File: src/rtl/inv_drv_arbiter_pkg.sv
// rtl/inv_drv_arbiter_pkg.sv - state encodings and default sizing for the driver arbiter
package inv_drv_arbiter_pkg;

  // Encodings are fixed so waveforms and the bench agree on raw state values
  typedef enum logic [1:0] {
    IDLE  = 2'd0,
    ARM   = 2'd1,
    DRIVE = 2'd2,
    GAP   = 2'd3
  } arb_state_e;

  localparam int DEF_N        = 4;
  localparam int DEF_MAX_HOLD = 8;

endpackage

File: src/rtl/rr_pick.sv
// rtl/rr_pick.sv - combinational rotate-priority picker starting at ptr
module rr_pick #(
  parameter int N  = 4,
  parameter int PW = $clog2(N)
) (
  input  logic [N-1:0]  req,
  input  logic [PW-1:0] ptr,
  output logic [N-1:0]  onehot,
  output logic [PW-1:0] idx,
  output logic          any
);

  logic [PW-1:0] cand;
  logic          found;

  // Walk ptr, ptr+1, ... modulo N and take the first set request
  always_comb begin
    onehot = '0;
    idx    = '0;
    found  = 1'b0;
    cand   = '0;
    for (int i = 0; i < N; i++) begin
      cand = PW'((int'(ptr) + i) % N);
      if (!found && req[cand]) begin
        found        = 1'b1;
        onehot[cand] = 1'b1;
        idx          = cand;
      end
    end
  end

  assign any = found;

endmodule

File: src/rtl/inv_drv_arbiter.sv
// rtl/inv_drv_arbiter.sv - round-robin owner arbiter for a shared tristate bus driver
module inv_drv_arbiter
  import inv_drv_arbiter_pkg::*;
#(
  parameter int N        = DEF_N,
  parameter int MAX_HOLD = DEF_MAX_HOLD
) (
  input  logic                 clk,
  input  logic                 rst,
  input  logic [N-1:0]         req,
  output logic [N-1:0]         gnt,
  output logic [$clog2(N)-1:0] sel,
  output logic                 drv_en,
  output logic                 busy
);

  localparam int PW = $clog2(N);
  localparam int HW = $clog2(MAX_HOLD) + 1;
  localparam logic [HW-1:0] HOLD_LAST = HW'(MAX_HOLD - 1);

  arb_state_e    state_q, state_d;
  logic [N-1:0]  gnt_q, gnt_d;
  logic [PW-1:0] sel_q, sel_d;
  logic [PW-1:0] ptr_q, ptr_d;
  logic [PW-1:0] ptr_after_owner;
  logic          drv_q, drv_d;
  logic [HW-1:0] hold_q, hold_d;

  logic [N-1:0]  pick_onehot;
  logic [PW-1:0] pick_idx;
  logic          pick_any;
  logic          owner_req;
  logic          others_req;

  rr_pick #(.N(N), .PW(PW)) u_pick (
    .req    (req),
    .ptr    (ptr_q),
    .onehot (pick_onehot),
    .idx    (pick_idx),
    .any    (pick_any)
  );

  // gnt_q is onehot(owner) during ARM/DRIVE, so masking req with it isolates the owner
  assign owner_req       = |(req & gnt_q);
  assign others_req      = |(req & ~gnt_q);
  assign ptr_after_owner = (sel_q == PW'(N - 1)) ? '0 : sel_q + PW'(1);

  // Next-state and next-output logic; outputs are registered alongside the state
  always_comb begin
    state_d = state_q;
    gnt_d   = gnt_q;
    sel_d   = sel_q;
    ptr_d   = ptr_q;
    drv_d   = drv_q;
    hold_d  = hold_q;
    unique case (state_q)
      IDLE, GAP: begin
        gnt_d  = '0;
        drv_d  = 1'b0;
        hold_d = '0;
        if (pick_any) begin
          state_d = ARM;
          gnt_d   = pick_onehot;
          sel_d   = pick_idx;
        end else begin
          state_d = IDLE;
        end
      end
      ARM: begin
        hold_d = '0;
        if (owner_req) begin
          state_d = DRIVE;
          drv_d   = 1'b1;
        end else begin
          state_d = GAP;
          gnt_d   = '0;
          drv_d   = 1'b0;
          ptr_d   = ptr_after_owner;
        end
      end
      DRIVE: begin
        if (!owner_req || (hold_q == HOLD_LAST && others_req)) begin
          state_d = GAP;
          gnt_d   = '0;
          drv_d   = 1'b0;
          hold_d  = '0;
          ptr_d   = ptr_after_owner;
        end else begin
          hold_d = (hold_q == HOLD_LAST) ? '0 : hold_q + HW'(1);
        end
      end
      default: begin
        state_d = IDLE;
        gnt_d   = '0;
        drv_d   = 1'b0;
        hold_d  = '0;
      end
    endcase
  end

  // State, pointer, tenure counter and output registers with synchronous reset
  always_ff @(posedge clk) begin
    if (rst) begin
      state_q <= IDLE;
      gnt_q   <= '0;
      sel_q   <= '0;
      ptr_q   <= '0;
      drv_q   <= 1'b0;
      hold_q  <= '0;
    end else begin
      state_q <= state_d;
      gnt_q   <= gnt_d;
      sel_q   <= sel_d;
      ptr_q   <= ptr_d;
      drv_q   <= drv_d;
      hold_q  <= hold_d;
    end
  end

  assign gnt    = gnt_q;
  assign sel    = sel_q;
  assign drv_en = drv_q;
  assign busy   = (state_q != IDLE);

endmodule

File: config.mk
export PLATFORM = sky130hd
export DESIGN_NAME = inv_drv_arbiter
export DESIGN_NICKNAME = d
export VERILOG_FILES = /design/src/rtl/inv_drv_arbiter_pkg.sv /design/src/rtl/rr_pick.sv /design/src/rtl/inv_drv_arbiter.sv
export SDC_FILE = /design/constraint.sdc
export NUM_CORES = 1
export LEC_CHECK = 0
export CORE_MARGIN = 1
export CORE_UTILIZATION = 54
export CTS_BUF_LIST = sky130_fd_sc_hd__clkbuf_8 sky130_fd_sc_hd__clkbuf_16
export CTS_CLUSTER_DIAMETER = 100
export DETAILED_ROUTE_END_ITERATION = 10
export PLACE_DENSITY_LB_ADDON = 0.3
export SLEW_MARGIN = 20
export SYNTH_ARGS = -nofsm -noshare
export SYNTH_HDL_FRONTEND = slang
export SYNTH_SLANG_ARGS = --single-unit
File: constraint.sdc
create_clock -name clk -period 3.4 [get_ports clk]
set_input_delay 0.51 -clock clk [delete_from_list [all_inputs] [get_ports clk]]
set_output_delay 0.51 -clock clk [all_outputs]
set_load 0.01 [all_outputs]
* Word-level counts from Yosys, hierarchy flattened *
Index checks and enable logic that the tools add are counted.

storage, ports and cells
  input bits = 6
  word-level logic and storage cells = 101
  output and inout port bits = 8
  bits in registers = 15

operators by class
  multiplexer cells = 46
  eq/ne operators = 7
  bitwise logic cells = 6
  $lt $le $gt $ge = 8
  reduce and logical (&&, ||, !) cells = 23
  $add $sub $neg = 5

operators with widths
  cell                 count
  $mux 4               9
  $mux 1               16
  $mux 2               8
  $lt 2x3->1 const B   4
  $or 4x4->4           3
  $pmux 4 s3           1
  $and 4x4->4          2
  $bmux 1 s2           4
  $demux 1 s2          4
  $ge 2x1->1 const B   4
  $logic_and 1x1->1    8
  $pmux 4 s2           1
  $reduce_or 4->1      2
  $eq 2x2->1 const B   3
  $pmux 2 s3           1
  $add 2x1->2 const B  2
  $add 2x2->2 const B  2
  $add 4x1->4 const B  1
  $eq 4x3->1 const B   1
  $logic_not 1->1      4
  $ne 2x2->1 const B   2
  $not 4->4            1
  $pmux 2 s2           1
  $reduce_and 2->1     2
  other kinds (8)      9

* Longest topological paths before layout *
  word-level depth = 14
  depth in mapped cells = 8
  mapped depth without buffers = 7

* Hierarchy *
From an unflattened synthesis, not the netlist that was laid out.

unflattened totals
  cells, all modules = 137
  area, all modules = 1,256.2 um^2

by module, submodules not included
  module           cells each  instances  area an instance (um^2)  sequential area each (um^2)
  inv_drv_arbiter  92          1          834.6                    300.3
  rr_pick          45          1          421.7                    0.0

* Least setup slack after synthesis *
Ideal clock, no wire load.

  kind = reg2reg
  start point = register ptr_q[0]
  end point = register gnt_q[0], in the netlist gnt[0]
  stages on the path, launching flop included = 9
  buffers on the path = 1
  library setup time = 117 ps
  period minus slack after synthesis = 2,464 ps
  arrival = 2,347 ps
  path slack = 936 ps
  required time = 3,283 ps
  path through = dfxtp_1 clkbuf_8 inv_1 ha_1 mux4_2 nor2_1 a21oi_2 and4b_4 a22o_1

between the ends
  word-level cells in the longest chain between the ends = 14
  elaborated cells between the ends (all ways) = 50
  those cells by class = 3 x add/sub; 8 x order compare; 26 x mux; 3 x bitwise; 10 x reduce/logical

RTL lines
  what                                                 RTL line                source
  from (decl)                                          inv_drv_arbiter.sv:24   logic [PW-1:0] ptr_q, ptr_d;
  from (signal assigned)                               inv_drv_arbiter.sv:114  ptr_q <= ptr_d;
  branches (longest 12 deep; another with $lt 2x3->1)  n/a
  $mux 4 (*)                                           inv_drv_arbiter.sv:61   if (pick_any) begin
  $pmux 4 s3 (*)                                       inv_drv_arbiter.sv:56   unique case (state_q)
  to (signal assigned)                                 inv_drv_arbiter.sv:112  gnt_q <= gnt_d;
  to (decl)                                            inv_drv_arbiter.sv:22   logic [N-1:0] gnt_q, gnt_d;

Every way passes the cells marked *. The select of a mux whose other input is x is not followed.
A chain may end at the register's enable or synchronous reset.

* Worst setup path after layout *
  start point = register ptr_q[1]
  end point = register gnt_q[3], in the netlist gnt[3]

Same word-level chain as after synthesis.

==> results.cfg <==
[clock_tree]
cts_tree = built
clock_latency_ps = 250
cts_sinks = 15
clock_path_buffers = 2
post_cts_resized = 0
cts-root-buf = clkbuf_8
cts.reportedPaths.clkPinSlew_ps = 60
htreeDepth = 1
post_cts_buffers = 0
cts.hold.buffers_added = 0
cts-buffers-inserted = 3

[routing]
dr.first_iter.drc_count = 18
firstDrtPassIters = 4
wl_per_cell_microns = 14.3
num_vias = 944
viasPerCell = 6.05
antenna_left = 0
drt-total-wl_mm = 2.23
drc = 0

[grt]
grt_max_degree = 16
grt_first_pass_wirelength_mm = 3.51
antenna_found_initial = 0
grt_pass1_vias = 824
grt_usage = 0.227
grt_overflow = 0

[min_path]
hold_path.class = reg -> reg

[timing]
tightestPinTransition_ps = 408
fin_skew_ps = 5.99
worst_slew_margin_rel = 0.727
tns_ps = 0
finalCritPeriodShare = 0.763
setup_viol_count_final = 0
fin_crit_ps = 2600
fmaxAchievable_mhz = 385
finalHoldViolCount = 0
finalMaxSlewViolations = 0
rsz0062_at_grt = false

[floorplan]
rows = 15
die_w_microns = 47.0
ios = 14
dieHeight_microns = 47.0
start_util = 0.606
die_area_sq_um = 2210
core_sq_um = 1800

[yosys]
syn_avg_cell_area_sq_um = 9.42
synth_area_leaders = dfxtp_1 27%, ha_1 14%, mux4_2 8.2%
ys_seq_area_frac = 0.275
post-synth-top-count-cell = nor2_1
ys_top_cells_by_count = 16 x nor2_1, 15 x dfxtp_1, 12 x ha_1
mappedNetlistNets = 134
async_flop_share = 0
yosysWarningCount = 0
synthCells = 116
synth-main-ff-cell = dfxtp_1
synth-edff-count = 0
syn_area_sq_um = 1090
synth_top_area_share = 0.275
ys_seq_elements = 15
synth.distinct_cells = 32
synth_top_area_cell = dfxtp_1

[power]
vdd.ir_drop.worst_mv = 0.540
p_per_area_nw_per_um2 = 898
p_leak_nw = 0.520

[placement]
place_area_sq_um = 1230
port_buffers = 13
dp.final_hpwl_mm = 1.72
place_congestion = 0.808
dp_cells = 152

[setup_path]
crit_path_max_fanout = 11
cp.required_ps = 3540
arrival_ps = 2730
timing.critical_path.slowest_cell_delay_ps = 600
cp_cell_sequence = inv_1 -> ha_1 -> mux4_2 -> nor2_1 -> a21oi_2 -> and4b_4 -> a22o_1
end_kind = register
crit_slowest_cell = mux4_2
startpoint_type = register
rrSetupSlack_ps = 800
crit_type = reg -> reg

[layout]
post-route-util = 0.710
nets = 150
drive_gt1_frac = 0.0916
design_area_sq_um = 1280
fin_cells = 156
diodes = 0
fill_cells = 150
area_delta_synth_final_pct = 17.1

[run_status]
outcome = finished clean

[run]
cap_violations = 0
[path summary, 6_finish.rpt]
| check | startpoint | end | depth (start not counted) |
|---|---|---|---|
| worst max-delay path | ptr_q[1] | gnt[3] | 7 |
| worst min-delay path | hold_q[0] | hold_q[0] | 1 |
| worst max register to register | ptr_q[1] | gnt[3] | 7 |
| worst min register to register | hold_q[0] | hold_q[0] | 1 |
[routing by layer]
metal / up-vias / global-route usage / routed length (microns)
met5: - / 0 / 0
met4: 0 / 0.0571 / 20
met3: 4 / 0.0615 / 138
met2: 39 / 0.375 / 1100
met1: 441 / 0.293 / 974
li1: 460 / - / -
[where the power goes]
group,switching (mW),internal [mW],total [mW]
combinational,0.365,0.345,0.710
sequential,0.0643,0.233,0.298
clock,0.0602,0.0811,0.141
[logic make-up after synthesis]
kind of cell | count (synthesis) | synth area share
buffers and inverters | 11 | 0.0538
xor gates and xnor gates | 2 | 0.0160
DFF | 15 | 0.275
muxes | 9 | 0.128
adders and majority gates | 12 | 0.137
AOI/OAI and AO/OA | 31 | 0.218
and+or+nand+nor | 36 | 0.172
[final cells by class]
class	count	area, sq um	share of cell area
Tap cell	25	31.3	0.0245
Clock inverter	1	5.00	0.00391
Multi-Input combinational cell	90	733	0.573
Sequential cell	15	300	0.235
Clock buffer	3	41.3	0.0323
Timing Repair Buffer	14	138	0.108
Inverter	8	30.0	0.0235
[sequential cells by signal, summed over array words and instances (netlist names)]
signal   flops
state_q      2
hold_q       4
gnt          4
drv_en       1
sel          2
ptr_q        2
[metrics by stage]
stage                     setup slack (ps)  hold slack (ps)  power, mW
after floorplan                        936              418      0.815
after global placement                 920              432      0.977
after detailed placement               824              444       1.00
after CTS                              809              453       1.15
after global routing                   664              480       1.24
final                                  805              455       1.15
[cells in the final DEF, fill, tap and decap left out, drive strengths merged]
cell	Yosys	routed
o22ai	1	1
o2bb2ai	4	4
xor2	1	1
buf	1	1
a22oi	3	3
and4b	1	1
ha	12	12
nor2	16	16
a221oi	5	5
dfxtp	15	15
nand2	3	3
a22o	4	4
a221o	1	1
nand2b	4	4
mux4	4	4
nand3	2	2
clkinv	0	1
a311oi	1	1
xnor2	1	1
clkdlybuf4s50	0	13
clkbuf	2	3
and2	1	1
a41o	1	1
o21ai	2	2
a21oi	7	7
nand3b	2	2
o21a	1	1
nor2b	6	6
mux2i	5	5
inv	8	8
or3	1	1
o211a	1	1
[worst max-delay path: cells and delay by family (launching register included)]
kind / cells / cell delay (ps)
flip-flops: 1 / 570
buffers and inverters: 1 / 150
AND/OR/NAND/NOR: 2 / 430
multiplexers: 1 / 600
AO/OA/AOI/OAI: 2 / 330
adder cells (fa/ha/maj): 1 / 400
Note: power is estimated with default switching activity, not from simulation.
